==> src/rtl/td4_core.sv <==
// TD4-class single-cycle core: PC, registers A/B, carry flag, I/O latch.
// Fetches {opcode, imm} combinationally from an external ROM addressed by the PC.
module td4_core #(
  parameter int DATA_W = 4,
  parameter int ADDR_W = 4
) (
  input  logic                clk,
  input  logic                rst,
  input  logic                en,
  output logic [ADDR_W-1:0]   rom_addr,
  input  logic [DATA_W+3:0]   rom_data,
  input  logic [DATA_W-1:0]   in_port,
  output logic [DATA_W-1:0]   out_port,
  output logic                carry,
  output logic [DATA_W-1:0]   reg_a,
  output logic [DATA_W-1:0]   reg_b,
  output logic                halt
);

  localparam logic [3:0] OP_ADD_A = 4'b0000;
  localparam logic [3:0] OP_MOV_AB = 4'b0001;
  localparam logic [3:0] OP_IN_A  = 4'b0010;
  localparam logic [3:0] OP_MOV_A = 4'b0011;
  localparam logic [3:0] OP_MOV_BA = 4'b0100;
  localparam logic [3:0] OP_ADD_B = 4'b0101;
  localparam logic [3:0] OP_IN_B  = 4'b0110;
  localparam logic [3:0] OP_MOV_B = 4'b0111;
  localparam logic [3:0] OP_OUT_B = 4'b1001;
  localparam logic [3:0] OP_OUT_I = 4'b1011;
  localparam logic [3:0] OP_JNC   = 4'b1110;
  localparam logic [3:0] OP_JMP   = 4'b1111;

  logic [ADDR_W-1:0] pc;
  logic [3:0]        opcode;
  logic [DATA_W-1:0] imm;
  logic [ADDR_W-1:0] jmp_tgt;
  logic [DATA_W:0]   sum_a;
  logic [DATA_W:0]   sum_b;

  logic [ADDR_W-1:0] pc_nxt;
  logic [DATA_W-1:0] a_nxt;
  logic [DATA_W-1:0] b_nxt;
  logic [DATA_W-1:0] out_nxt;
  logic              carry_nxt;
  logic              halt_nxt;
  logic              jump;

  assign rom_addr = pc;
  assign opcode   = rom_data[DATA_W+3:DATA_W];
  assign imm      = rom_data[DATA_W-1:0];
  assign sum_a    = {1'b0, reg_a} + {1'b0, imm};
  assign sum_b    = {1'b0, reg_b} + {1'b0, imm};

  // Jump target: zero-extend a narrow immediate, otherwise keep its low bits
  generate
    if (ADDR_W > DATA_W) begin : g_tgt_ext
      assign jmp_tgt = {{(ADDR_W-DATA_W){1'b0}}, imm};
    end else begin : g_tgt_trunc
      assign jmp_tgt = imm[ADDR_W-1:0];
    end
  endgenerate

  always_comb begin
    pc_nxt    = pc + ADDR_W'(1);
    a_nxt     = reg_a;
    b_nxt     = reg_b;
    out_nxt   = out_port;
    carry_nxt = 1'b0;
    halt_nxt  = 1'b0;
    jump      = 1'b0;
    case (opcode)
      OP_ADD_A:  {carry_nxt, a_nxt} = sum_a;
      OP_ADD_B:  {carry_nxt, b_nxt} = sum_b;
      OP_MOV_A:  a_nxt = imm;
      OP_MOV_B:  b_nxt = imm;
      OP_MOV_AB: a_nxt = reg_b;
      OP_MOV_BA: b_nxt = reg_a;
      OP_IN_A:   a_nxt = in_port;
      OP_IN_B:   b_nxt = in_port;
      OP_OUT_B:  out_nxt = reg_b;
      OP_OUT_I:  out_nxt = imm;
      OP_JMP:    jump = 1'b1;
      OP_JNC:    jump = !carry;
      default:   ;
    endcase
    // A taken jump back onto itself can never leave: flag it
    if (jump) begin
      pc_nxt   = jmp_tgt;
      halt_nxt = (jmp_tgt == pc);
    end
  end

  always_ff @(posedge clk or posedge rst) begin
    if (rst) begin
      pc       <= '0;
      reg_a    <= '0;
      reg_b    <= '0;
      out_port <= '0;
      carry    <= 1'b0;
      halt     <= 1'b0;
    end else if (en) begin
      pc       <= pc_nxt;
      reg_a    <= a_nxt;
      reg_b    <= b_nxt;
      out_port <= out_nxt;
      carry    <= carry_nxt;
      halt     <= halt_nxt;
    end
  end

endmodule

==> config.mk <==
export PLATFORM = sky130hd
export DESIGN_NAME = td4_core
export DESIGN_NICKNAME = d
export VERILOG_FILES = /design/src/rtl/td4_core.sv
export SDC_FILE = /design/constraint.sdc
export NUM_CORES = 1
export LEC_CHECK = 0
export CAP_MARGIN = 20
export CORE_UTILIZATION = 49
export CTS_CLUSTER_DIAMETER = 50
export DETAILED_ROUTE_END_ITERATION = 10
export HOLD_SLACK_MARGIN = 0.06
export PLACE_DENSITY = 0.87
export SLEW_MARGIN = 10
export SYNTH_ARGS = -nofsm -noshare
export SYNTH_HDL_FRONTEND = slang
export SYNTH_SLANG_ARGS = --single-unit
==> constraint.sdc <==
create_clock -name clk -period 2.8 [get_ports clk]
set_clock_uncertainty 0.2 [all_clocks]
set_input_delay 0.84 -clock clk [delete_from_list [all_inputs] [get_ports clk]]
set_output_delay 0.84 -clock clk [all_outputs]
set_load 0.02 [all_outputs]
Yosys cells after proc, flatten, opt, wreduce, memory -nomap -nowiden --
Cells that the tools add are included. W data, S select, Z words.
Word-level totals: bits in read-only memories 0, bits of input ports 15, bits in latches 0, memories 0, memory bits (writable) 0, output and inout port bits 18, bits in registers 18, logic and storage cells 36
Cells by class: bitwise logic cells 0, reduce and logical (&&, ||, !) cells 8, shift operators 0, magnitude comparators 0, divide/modulo/power cells 0, add/sub/neg operators 3, equal/unequal tests 12, muxes and demuxes 7, multiply operators 0
Operators by type and width (number):
- $pmux W4 S4 | 2
- $eq A4 B3 Y1 const B | 4
- $eq A4 B4 Y1 const B | 4
- $add A4 B4 Y5 | 2
- $eq A4 B2 Y1 const B | 2
- $pmux W4 S2 | 1
- $reduce_bool A4 Y1 | 2
- $reduce_and A2 Y1 | 3
- $add A4 B1 Y4 const B | 1
- $eq A4 B1 Y1 const B | 1
- $eq A4 B4 Y1 | 1
- $logic_not A4 Y1 | 1
- $mux W4 | 1
- $pmux W1 S2 | 2
- $reduce_bool A2 Y1 | 1
- $logic_not A1 Y1 | 1
- $mux W1 | 1

Logic depth before layout (Yosys ltp) --
word-level depth 3, gate-level depth with buffers 7, depth with buffers taken out 7

Worst setup path after synthesis --
OpenSTA, ideal clock, no wires.
path kind input to register, start input port rom_data[0], end register reg_a[1], setup time 0.125 ns, buffers on the path 0, arrival 2.179 ns, required time 2.475 ns, stages 4, path slack 0.296 ns, cells stage by stage ha_1 fa_1 mux4_1 mux2_2
Between the ends: cells in the longest elaborated chain, start to end 2
RTL lines:
- start: declaration | line 11 | input logic [DATA_W+3:0] rom_data,
- $add A4 B4 Y5 | line 51 | assign sum_a = {1'b0, reg_a} + {1'b0, imm};
- $pmux W4 S4 | line 71 | case (opcode)
- end signal: assignment | line 103 | reg_a <= a_nxt;
- end: declaration | line 15 | output logic [DATA_W-1:0] reg_a,
No other way between the ends. A chain may end at the register's enable or synchronous reset.

Worst setup path in the final report --
start input port rom_data[1], end register reg_b[2]
Between the ends: cells in the longest elaborated chain, start to end 2
RTL lines:
- $add A4 B4 Y5 | line 52 | assign sum_b = {1'b0, reg_b} + {1'b0, imm};
- $pmux W4 S4 | line 71
- end signal: assignment | line 104 | reg_b <= b_nxt;
- end: declaration | line 16 | output logic [DATA_W-1:0] reg_b,
No other way between the ends.

==> run_results.csv <==
group,metric,value,unit
cts,cts-root-buf,"clkbuf_4",
pwr,power,1.379,mW
setup_path,rrSetupSlack,670,ps
global_routing,overflow,0,
hold_path,min_path_type,"flip-flop to flip-flop",
cells_and_area,antenna_cells,0,
place,placed_area,1805,um^2
synthesis,syn-mean-instance-area,10.07,um^2
global_routing,grt_pass1_vias,1172,
cells_and_area,finalCoreUtilization,72.57,%
floorplan,io_pins,33,
setup_path,endpoint_kind,"flip-flop",
floorplan,rows,18,
timing,setup_viol,0,
timing,finalCriticalPeriod,2727,ps
pwr,power_frac_comb,54.8,%
global_routing,grt_pass1_wl,5.444,mm
routing,dr.first_iter.drc_count,28,
global_routing,grt.busiest_layer,"met2",
floorplan,core-area,2545,um^2
routing,via_per_inst,5.890,
floorplan,dieHeight,54.66,um
synthesis,syn_nets,161,
place,io_buffers,32,
global_routing,antenna_found_initial,0,
floorplan,fp.dieW,54.66,um
timing,fin_tns_setup,0,ps
synthesis,yosysSeqAreaShare,33.15,%
setup_path,start_kind,"primary input",
pwr,clkPwrFrac,12.3,%
pwr,seqPwrFrac,32.9,%
status,outcome,"finished, final reports clean",
global_routing,grt_max_degree,19,
global_routing,grtUsageMet1,35.53,%
cts,clk_transition_reported_paths,120,ps
pwr,p_int,818.9,uW
timing,tightest_slew,727.5,ps
timing,finalCritPeriodShare,97.39,%
run,drv_cap,0,
timing,maxSlewViolCount,0,
pwr,switchingPower,559.9,uW
routing,drtAntennaViolNets,0,
pwr,p_leak,0.8648,nW
synthesis,synth_area,1359,um^2
pwr,ir_drop,516.7,uV
routing,post_drt_wl_per_cell,16.59,um
routing,vias,1237,
setup_path,path_max_fanout,5,
cells_and_area,drive_above_1_share,15.56,%
timing,rsz0062_at_grt,"false",
setup_path,arrival,2740,ps
cts,cts_tree,"built",
synthesis,ys_ff_latch,18,
routing,drtPass1Iterations,4,
cts,cts_max_path_buffers,2,
cts,htreeDepth,1,
setup_path,cp.required,2810,ps
global_routing,met2_usage,42.77,%
timing,hold_violations,0,
setup_path,critPathKind,"primary input to flip-flop",
synthesis,synth_cells,135,
place,place_hpwl,2.723,mm
routing,routed_wl,3.483,mm
synthesis,yosysWarnings,0,
pwr,pwr_density_cell,746.6,nW/um^2
cells_and_area,fill_cells,188,
floorplan,initial_core_util,53.39,%
synthesis,yosysUniqueCellTypes,40,
cells_and_area,area_delta_synth_final,35.91,%
pwr,switching_share,40.61,%
timing,whs,290.5,ps
place,place_congestion,0.8300,
cts,cts_hold_buffers,0,
routing,post-route-drc-count,0,
cells_and_area,layout.nets,207,
cells_and_area,final_area,1847,um^2
timing,clock.fmax,366.7,MHz
timing,slew_headroom,51.45,%
floorplan,dieArea,2988,um^2
global_routing,grt_usage,26.03,%
global_routing,grt.met3_usage,2.778,%
cts,numClockSinks,18,
cts,cts-buffers-inserted,3,
cts,clkLatencyLatePin,300,ps
==> power groups by stage <==
| stage | clock (mW) | combinational [mW] | sequential [mW] |
|---|---|---|---|
| after floorplan | 0 | 0.339 | 0.543 |
| after global placement | 0 | 0.717 | 0.452 |
| after detailed placement | 0 | 0.750 | 0.460 |
| after CTS | 0.170 | 0.757 | 0.453 |
| after global routing | 0.181 | 0.823 | 0.473 |
| final | 0.169 | 0.755 | 0.454 |
==> registers in the layout, summed over array words and instances (netlist names) <==
name,cells
out_port,4
rom_addr,4
reg_b,4
carry,1
halt,1
reg_a,4
==> critical path, cell delays in order <==
cell and delay [ps]:
clkdlybuf4s50_1 590, inv_1 100, fa_1 470, xnor2_1 150, mux4_2 460, nand2_1 80, nand2_1 40
==> worst paths after layout <==
| check | from | end | cells past startpoint |
|---|---|---|---|
| worst min register to register | out_port[3] | out_port[3] | 2 |
| max in group asynchronous | rst | rom_addr[3] | 2 |
| min in group asynchronous | rst | reg_a[0] | 2 |
| worst min-delay path | out_port[3] | out_port[3] | 2 |
| worst max-delay path | rom_data[1] | reg_b[2] | 7 |
| worst max register to register | reg_b[0] | reg_b[2] | 7 |
==> synth_stat cells (all sizes together) <==
library cell	n	area, um^2
a32o	1	10.01
a41oi	1	8.760
nand2	16	60.06
a21o	3	22.52
inv	13	48.79
o32a	1	10.01
xnor2	1	8.760
nor4	1	6.260
or4	1	7.510
clkbuf	1	3.750
fa	2	40.04
or2	1	6.260
mux4	5	120.1
nand4b	1	8.760
a221oi	1	8.760
a21oi	9	48.80
a2111oi	1	8.760
xor2	5	43.79
mux2i	10	100.1
o22ai	1	6.260
buf	3	17.52
mux2	4	45.04
a21boi	1	7.510
ha	9	112.6
a31o	1	8.760
and3b	1	8.760
and3	1	6.260
a22oi	2	15.01
a31oi	1	6.260
o41ai	1	8.760
nor3b	1	7.510
nand3	4	20.02
nand3b	2	15.01
dfrtp	18	450.4
o21ai	8	40.04
nor2	3	11.26
==> cells in the final DEF, fill, tap and decap left out, types with 2 or more instances in the layout <==
cell type	netlist	routed
a21o_1	3	3
a21oi_1	8	8
a22oi_1	2	2
buf_4	1	12
clkbuf_4	0	3
clkdlybuf4s50_1	0	31
dfrtp_1	18	18
fa_1	2	2
ha_1	9	8
inv_1	12	12
mux2_2	4	4
mux2i_1	10	10
mux4_1	2	2
mux4_2	3	3
nand2_1	16	16
nand3_1	4	4
nand3b_1	2	2
nor2_1	3	3
o21ai_0	8	8
xor2_1	5	5
==> area by class of cell <==
type	instances	area, um^2	share of cell area [%]
clock buffer	4	36.28	1.965
timing repair buffer	45	432.9	23.44
sequential	18	450.4	24.39
inverter	13	48.80	2.642
tap	30	37.54	2.033
multi-input combinational	100	840.8	45.53
==> metal layers <==
metal	wire length [um]	up-vias
met2	1837	36
li1	-	588
met3	133	4
met4	41	0
met5	0	-
met1	1470	609
==> timing repair <==
item / in CTS / in global routing
resized for setup: 0 / 2
endpoints found under the setup margin: 0 / 2
setup buffers: 0 / 0
==> cell families (layout without fill, tap and decap cells) <==
logic type,after synthesis,after routing,synth area share (%)
xor+xnor,6,6,3.867
simple gates,32,32,11.60
buf+inv,17,62,5.156
mux,19,19,19.52
compound gates,32,32,15.47
flops,18,18,33.15
fa+ha+maj,11,11,11.23
==> stage by stage <==
stage,setup slack [ps],instances
2_1_floorplan,296.0,135
3_3_place_gp,-209.3,206
3_5_place_dp,-306.1,206
4_1_cts,24.96,210
5_1_grt,34.51,210
6_report,73.14,210
Note: power is estimated with default switching activity, not from simulation.
